`config.mk`:
```
export PLATFORM = sky130hd
export DESIGN_NAME = alu_decode_queue
export DESIGN_NICKNAME = d
export VERILOG_FILES = /design/src/rtl/alu_decode_queue.sv
export SDC_FILE = /design/constraint.sdc
export NUM_CORES = 1
export LEC_CHECK = 0
export CORE_MARGIN = 4
export CORE_UTILIZATION = 45
export DETAILED_ROUTE_END_ITERATION = 12
export GPL_TIMING_DRIVEN = 0
export PLACE_DENSITY = 0.77
export REMOVE_ABC_BUFFERS = 1
export SYNTH_ARGS = -nofsm -noshare
export SYNTH_HDL_FRONTEND = slang
export SYNTH_SLANG_ARGS = --single-unit
```
`constraint.sdc`:
```
create_clock -name clk -period 8.8 [get_ports clk]
set_input_delay 2.2 -clock clk [delete_from_list [all_inputs] [get_ports clk]]
set_output_delay 2.2 -clock clk [all_outputs]
set_load 0.005 [all_outputs]
```
`src/rtl/alu_decode_queue.sv`:
```
// RV32I ALU-class decoder with a DEPTH-entry output FIFO of decoded records.
// Optional macro DEC_ILLEGAL_TRAP_EN: drop illegal instructions and raise a sticky illegal flag.
module alu_decode_queue #(
    parameter int DEPTH = 2
) (
    input  logic        clk,
    input  logic        rst,
    input  logic        in_valid,
    output logic        in_ready,
    input  logic [31:0] instr,
    output logic        out_valid,
    input  logic        out_ready,
    output logic [3:0]  ALUOp,
    output logic        use_imm,
    output logic [31:0] imm,
    output logic [4:0]  rs1,
    output logic [4:0]  rs2,
    output logic [4:0]  rd,
    output logic        reg_write,
    output logic        illegal
);

    localparam int PW = (DEPTH > 2) ? 2 : 1;
    localparam int CW = $clog2(DEPTH + 1);
    localparam logic [PW-1:0] LAST_PTR = PW'(DEPTH - 1);
    localparam logic [CW-1:0] FULL_CNT = CW'(DEPTH);

    localparam logic [6:0] OPC_OP     = 7'b0110011;
    localparam logic [6:0] OPC_OP_IMM = 7'b0010011;
    localparam logic [6:0] OPC_LOAD   = 7'b0000011;
    localparam logic [6:0] OPC_STORE  = 7'b0100011;

    typedef struct packed {
        logic [3:0]  aluOp;
        logic        useImm;
        logic [31:0] imm;
        logic [4:0]  rs1;
        logic [4:0]  rs2;
        logic [4:0]  rd;
        logic        regWrite;
    } rec_t;

    rec_t           dec;
    logic           decIllegal;
    logic [2:0]     funct3;
    logic [6:0]     funct7;

    rec_t           mem_q [DEPTH];
    logic [PW-1:0]  wrPtr_q, wrPtr_d;
    logic [PW-1:0]  rdPtr_q, rdPtr_d;
    logic [CW-1:0]  count_q, count_d;
    logic           push;
    logic           pop;
    rec_t           head;

    assign funct3 = instr[14:12];
    assign funct7 = instr[31:25];

    // Illegal words are squashed to a harmless no-write record so the default build can pass them through.
    always_comb begin
        dec        = '0;
        decIllegal = 1'b0;
        dec.rs1    = instr[19:15];
        dec.rs2    = instr[24:20];
        dec.rd     = instr[11:7];
        case (instr[6:0])
            OPC_OP: begin
                dec.aluOp    = {funct7[5], funct3};
                dec.regWrite = 1'b1;
                decIllegal   = !((funct7 == 7'b0000000) ||
                                 ((funct7 == 7'b0100000) && ((funct3 == 3'b000) || (funct3 == 3'b101))));
            end
            OPC_OP_IMM: begin
                dec.useImm   = 1'b1;
                dec.imm      = {{20{instr[31]}}, instr[31:20]};
                dec.regWrite = 1'b1;
                dec.aluOp    = (funct3 == 3'b101) ? {funct7[5], funct3} : {1'b0, funct3};
                if (funct3 == 3'b001) begin
                    decIllegal = (funct7 != 7'b0000000);
                end else if (funct3 == 3'b101) begin
                    decIllegal = !((funct7 == 7'b0000000) || (funct7 == 7'b0100000));
                end
            end
            OPC_LOAD: begin
                dec.useImm   = 1'b1;
                dec.imm      = {{20{instr[31]}}, instr[31:20]};
                dec.regWrite = 1'b1;
            end
            OPC_STORE: begin
                dec.useImm = 1'b1;
                dec.imm    = {{20{instr[31]}}, instr[31:25], instr[11:7]};
            end
            default: decIllegal = 1'b1;
        endcase
        if (dec.rd == 5'd0) begin
            dec.regWrite = 1'b0;
        end
        if (decIllegal) begin
            dec.aluOp    = 4'b0000;
            dec.useImm   = 1'b0;
            dec.imm      = '0;
            dec.regWrite = 1'b0;
        end
    end

    assign in_ready  = (count_q < FULL_CNT);
    assign out_valid = (count_q != '0);
    assign pop       = out_valid && out_ready;

`ifdef DEC_ILLEGAL_TRAP_EN
    logic illegal_q;

    assign push    = in_valid && in_ready && !decIllegal;
    assign illegal = illegal_q;

    always_ff @(posedge clk or posedge rst) begin
        if (rst) begin
            illegal_q <= 1'b0;
        end else if (in_valid && in_ready && decIllegal) begin
            illegal_q <= 1'b1;
        end
    end
`else
    assign push    = in_valid && in_ready;
    assign illegal = 1'b0;
`endif

    always_comb begin
        wrPtr_d = wrPtr_q;
        rdPtr_d = rdPtr_q;
        count_d = count_q;
        if (push) begin
            wrPtr_d = (wrPtr_q == LAST_PTR) ? '0 : wrPtr_q + 1'b1;
        end
        if (pop) begin
            rdPtr_d = (rdPtr_q == LAST_PTR) ? '0 : rdPtr_q + 1'b1;
        end
        case ({push, pop})
            2'b10:   count_d = count_q + 1'b1;
            2'b01:   count_d = count_q - 1'b1;
            default: count_d = count_q;
        endcase
    end

    always_ff @(posedge clk or posedge rst) begin
        if (rst) begin
            wrPtr_q <= '0;
            rdPtr_q <= '0;
            count_q <= '0;
        end else begin
            wrPtr_q <= wrPtr_d;
            rdPtr_q <= rdPtr_d;
            count_q <= count_d;
        end
    end

    // Payload storage needs no reset; stale contents are masked by out_valid.
    always_ff @(posedge clk) begin
        if (push) begin
            mem_q[wrPtr_q] <= dec;
        end
    end

    assign head = out_valid ? mem_q[rdPtr_q] : '0;

    assign ALUOp     = head.aluOp;
    assign use_imm   = head.useImm;
    assign imm       = head.imm;
    assign rs1       = head.rs1;
    assign rs2       = head.rs2;
    assign rd        = head.rd;
    assign reg_write = head.regWrite;

endmodule

```
Word-level counts from Yosys, hierarchy flattened
Memory sizes are Yosys's and may differ from the RTL's.
Index checks and enable logic that the tools add are counted.

operators by class
  mux-type cells = 16
  $add $sub $neg = 4
  order comparisons = 1
  reduce and logical (&&, ||, !) cells = 17
  equal/unequal tests = 9

operators by type and width
  kind                 number
  $pmux 33 s2          1
  $mux 53              1
  $mux 37              1
  $eq 7x6->1 const B   3
  $mux 1               9
  $pmux 4 s2           1
  $eq 7x2->1 const B   1
  $eq 7x5->1 const B   1
  $logic_not 7->1      1
  $reduce_bool 7->1    1
  $logic_not 5->1      1
  $mux 4               1
  $pmux 2 s2           1
  $reduce_bool 2->1    2
  $reduce_or 2->1      2
  $eq 3x1->1 const B   1
  $eq 3x3->1 const B   1
  $logic_and 1x1->1    3
  $logic_not 3->1      1
  $logic_or 1x1->1     3
  $pmux 1 s3           1
  $reduce_or 3->1      1
  $add 1x1->1 const B  2
  $add 2x1->2 const B  1
  5 further kinds      6

storage, ports and cells
  memory bits (writable) = 106
  logic and storage cells = 51
  memories kept = 1
  bits in registers = 4
  bits of input ports = 36
  output and inout port bits = 56

memories
  name   words  bits a word  rd ports  clocked after memory_dff  wr ports  line  RTL
  mem_q  2      53           1         0                         1         48    rec_t mem_q [DEPTH];

Longest topological paths before layout
  depth after elaboration = 7
  gate-level depth with buffers = 7
  gate-level depth less buffers = 7

Worst setup path before layout
No wires, ideal clock.

  path type = register to output
  start point = reg rdPtr_q
  end point = out imm[12]
  required time = 6.600 ns
  path slack = 4.442 ns
  path buffers = 3
  stages on the path, launching flop included = 6
  arrival time = 2.158 ns
  cells stage by stage = dfrtp_1 clkbuf_1 clkbuf_1 mux2i_1 nor2_1 buf_4

on the way
  longest elaborated chain between the ends = 2

RTL lines
  what                      line  RTL
  start: declaration        50    logic [PW-1:0] rdPtr_q, rdPtr_d;
  start signal: assignment  152   rdPtr_q <= rdPtr_d;
  $mem_v2 2x53              n/a
  $mux 53                   164   assign head = out_valid ? mem_q[rdPtr_q] : '0;
  end: declaration          15    output logic [31:0] imm,

Every way passes these cells.

Worst setup path after layout
  start point = reg rdPtr_q
  end point = out imm[21]

The elaborated chain is that of the path after synthesis.

==> flow_metrics.py <==
metrics = {
    "run_status": {
        "status": "finished clean",
    },
    "setup_path": {
        "crit_path_top_delay_cell": "nor2_1",
        "end_kind": "output pin",
        "reg2reg_depth": 6,
        "cpLargestDelayFamily": "buffers and inverters",
        "crit_chain": "buf_12 -> mux2i_1 -> nor2_1 -> clkdlybuf4s50_1",
        "worstSetupPathType": "flop to output pin",
        "r2r-end": "count_q[1]",
        "worstPathMaxFanout": 21,
        "crit_buf_inv": 2,
        "cp.arrival_ns": 2.92,
        "r2r-start": "count_q[0]",
        "critical_path.max_stage_delay_ns": 0.82,
        "rrSetupSlack_ns": 6.67,
        "worstPathRequired_ns": 6.60,
        "start_kind": "flop",
    },
    "min_path": {
        "worstHoldPathType": "flop to flop",
        "timing.hold.worst_path_depth": 1,
        "worst_hold_path.endpoint": "wrPtr_q",
        "min_from": "wrPtr_q",
    },
    "timing": {
        "rsz0062_at_grt": "no",
        "tns_ns": 0,
        "fmax_mhz": 195,
        "holdWs_ns": 0.546,
        "finalHoldViolCount": 0,
        "drv_slew": 0,
        "fin_crit_ns": 5.12,
        "clock_skew_ns": 0.00673,
        "slew_headroom": 0.272,
        "finalCritPeriodShare": 0.581,
        "worst_pin_slew_ns": 1.09,
        "setup_ws_ns": 3.68,
        "setup_violations": 0,
    },
    "finish": {
        "final_nets": 343,
        "register_area_sq_um": 2080,
        "layout_commonest_cell": "clkdlybuf4s50_1",
        "fillers": 518,
        "drive_gt1_frac": 0.0740,
        "fin_cells": 407,
        "multi_input_area_sq_um": 878,
        "syn2layout_area_growth_pct": 35.6,
        "mostFrequentLayoutCells": "clkdlybuf4s50_1, edfxtp_1, nor2_1",
        "diodes": 0,
    },
    "placement": {
        "dp_cells": 391,
        "dpl.hpwl_microns": 4400,
        "place_congestion": 0.718,
        "portBuffers": 90,
        "pre_cts_ws_ns": 4.04,
    },
    "global_routing": {
        "grt_max_degree": 35,
        "grt_pass1_vias": 2092,
        "grt_pass1_wl_microns": 10100,
        "antenna_found_initial": 0,
        "grt_usage": 0.156,
        "grt_overflow_total": 0,
    },
    "clocking": {
        "clkTransAtPathRegs_ns": 0.07,
        "clk_latency_ns": 0.33,
        "cts_sinks": 70,
        "cts_root_buf": "clkbuf_8",
        "cts_tree": "done",
        "cts.htree.levels": 3,
        "clockBufferDepth": 2,
        "ctsHoldBuffers": 0,
        "cts_resized": 0,
        "cts_inserted_buffers": 9,
        "post_cts_buffers": 0,
    },
    "synthesis": {
        "synth_cell_types": 27,
        "ys_seq_elements": 70,
        "synth.top_cell.area_share": 0.630,
        "yosysTopAreaCell": "edfxtp_1",
        "synth_cells": 233,
        "ys_warn_count": 0,
        "seq_area_frac_synth": 0.662,
        "avgSynthCellArea_sq_um": 13.5,
        "ys_top_cells_by_area": "edfxtp_1, mux2i_1, nor2_1",
        "syn_area_sq_um": 3150,
    },
    "routing": {
        "drc": 0,
        "viasPerCell": 4.86,
        "drtIter0Drc": 48,
        "wl_per_cell_microns": 15.8,
        "drtAntennaViolNets": 0,
        "drt-pass1-iter-count": 4,
        "route.vias.total": 1978,
        "wl_microns": 6410,
    },
    "floorplan": {
        "die_w_microns": 91.6,
        "ios": 92,
        "die-area_sq_um": 8400,
        "fp-row-count": 30,
        "core-area_sq_um": 6790,
        "fp.dieH_microns": 91.6,
        "start_util": 0.463,
    },
    "pwr": {
        "power_density_nw_per_um2": 319,
        "peakVddDrop_v": 0.000139,
        "report.power.total_mw": 1.36,
        "p_leak_nw": 1.56,
    },
    "run": {
        "drv_cap": 0,
    },
}
-- per-layer routing --
metal  track usage  vias up  routed length [microns]
li1              -      958                        -
met1         0.175      941                     2680
met2         0.276       63                     3270
met3        0.0369       16                      307
met4        0.0779        0                      150
met5             0        -                        0
-- report_power, final --
| part | internal, mW | total (mW) | switching (mW) |
|---|---|---|---|
| logic | 0.355 | 0.593 | 0.238 |
| registers | 0.439 | 0.480 | 0.0416 |
| clock network | 0.175 | 0.288 | 0.113 |
| total | 0.969 | 1.36 | 0.393 |
-- Yosys cell counts --
| library cell | number |
|---|---|
| a21oi_1 | 6 |
| and2_1 | 5 |
| and3_1 | 1 |
| and3b_1 | 2 |
| buf_4 | 21 |
| clkbuf_1 | 9 |
| conb_1 | 1 |
| dfrtp_1 | 4 |
| edfxtp_1 | 66 |
| ha_1 | 1 |
| inv_1 | 3 |
| mux2i_1 | 33 |
| nand2_1 | 8 |
| nand3_1 | 1 |
| nor2_1 | 44 |
| nor2b_1 | 9 |
| nor3b_1 | 5 |
| nor4_1 | 1 |
| nor4b_1 | 1 |
| nor4b_2 | 1 |
| o211a_1 | 1 |
| o31a_2 | 1 |
| o31a_4 | 1 |
| o32a_1 | 1 |
| or4_1 | 2 |
| xnor2_1 | 4 |
| xor2_1 | 1 |
-- registers in the layout, summed over array words and instances (netlist names) --
signal,cells
mem_q,66
count_q,2
rdPtr_q,1
wrPtr_q,1
-- worst reg2reg max path, stage by stage, from the launching register on --
cell	delay [ns]
dfrtp_1	0.45
nor2_4	0.70
inv_1	0.12
and2_1	0.22
ha_1	0.31
nor2_1	0.14
xnor2_1	0.12
-- per-stage QoR --
stage / util / cell area [sq um]
floorplan: - / 2960
global placement: 0.585 / 3980
detailed placement: 0.595 / 4040
CTS: 0.628 / 4270
global route: 0.628 / 4270
finish: 0.628 / 4270
-- worst max-delay path by stage --
| stage | start | to | slack, ns | cells after the start |
|---|---|---|---|---|
| finish | rdPtr_q | imm[21] | 3.68 | 4 |
| CTS | rdPtr_q | imm[21] | 3.66 | 4 |
| global route | rdPtr_q | imm[21] | 3.43 | 4 |
| detailed placement | rdPtr_q | imm[21] | 4.04 | 4 |
| global placement | count_q[0] | imm[20] | 2.93 | 3 |
| floorplan | rdPtr_q | imm[11] | 3.80 | 2 |
-- logic make-up after synthesis --
group           after synthesis  share of synthesized area
flops                        70                      0.662
other cells                   1                    0.00119
buf+inv                      33                     0.0644
fa+ha+maj                     1                    0.00398
mux                          33                      0.105
simple gates                 80                      0.125
xor+xnor                      5                     0.0139
compound gates               10                     0.0247
-- area by class of cell --
type / count / share of cell area
Clock buffer: 13 / 0.0372
Multi-Input combinational cell: 130 / 0.206
Clock inverter: 3 / 0.0158
Inverter: 3 / 0.00264
Sequential cell: 70 / 0.488
Timing Repair Buffer: 92 / 0.222
Tap cell: 96 / 0.0281
(Power assumes the default switching activity.)
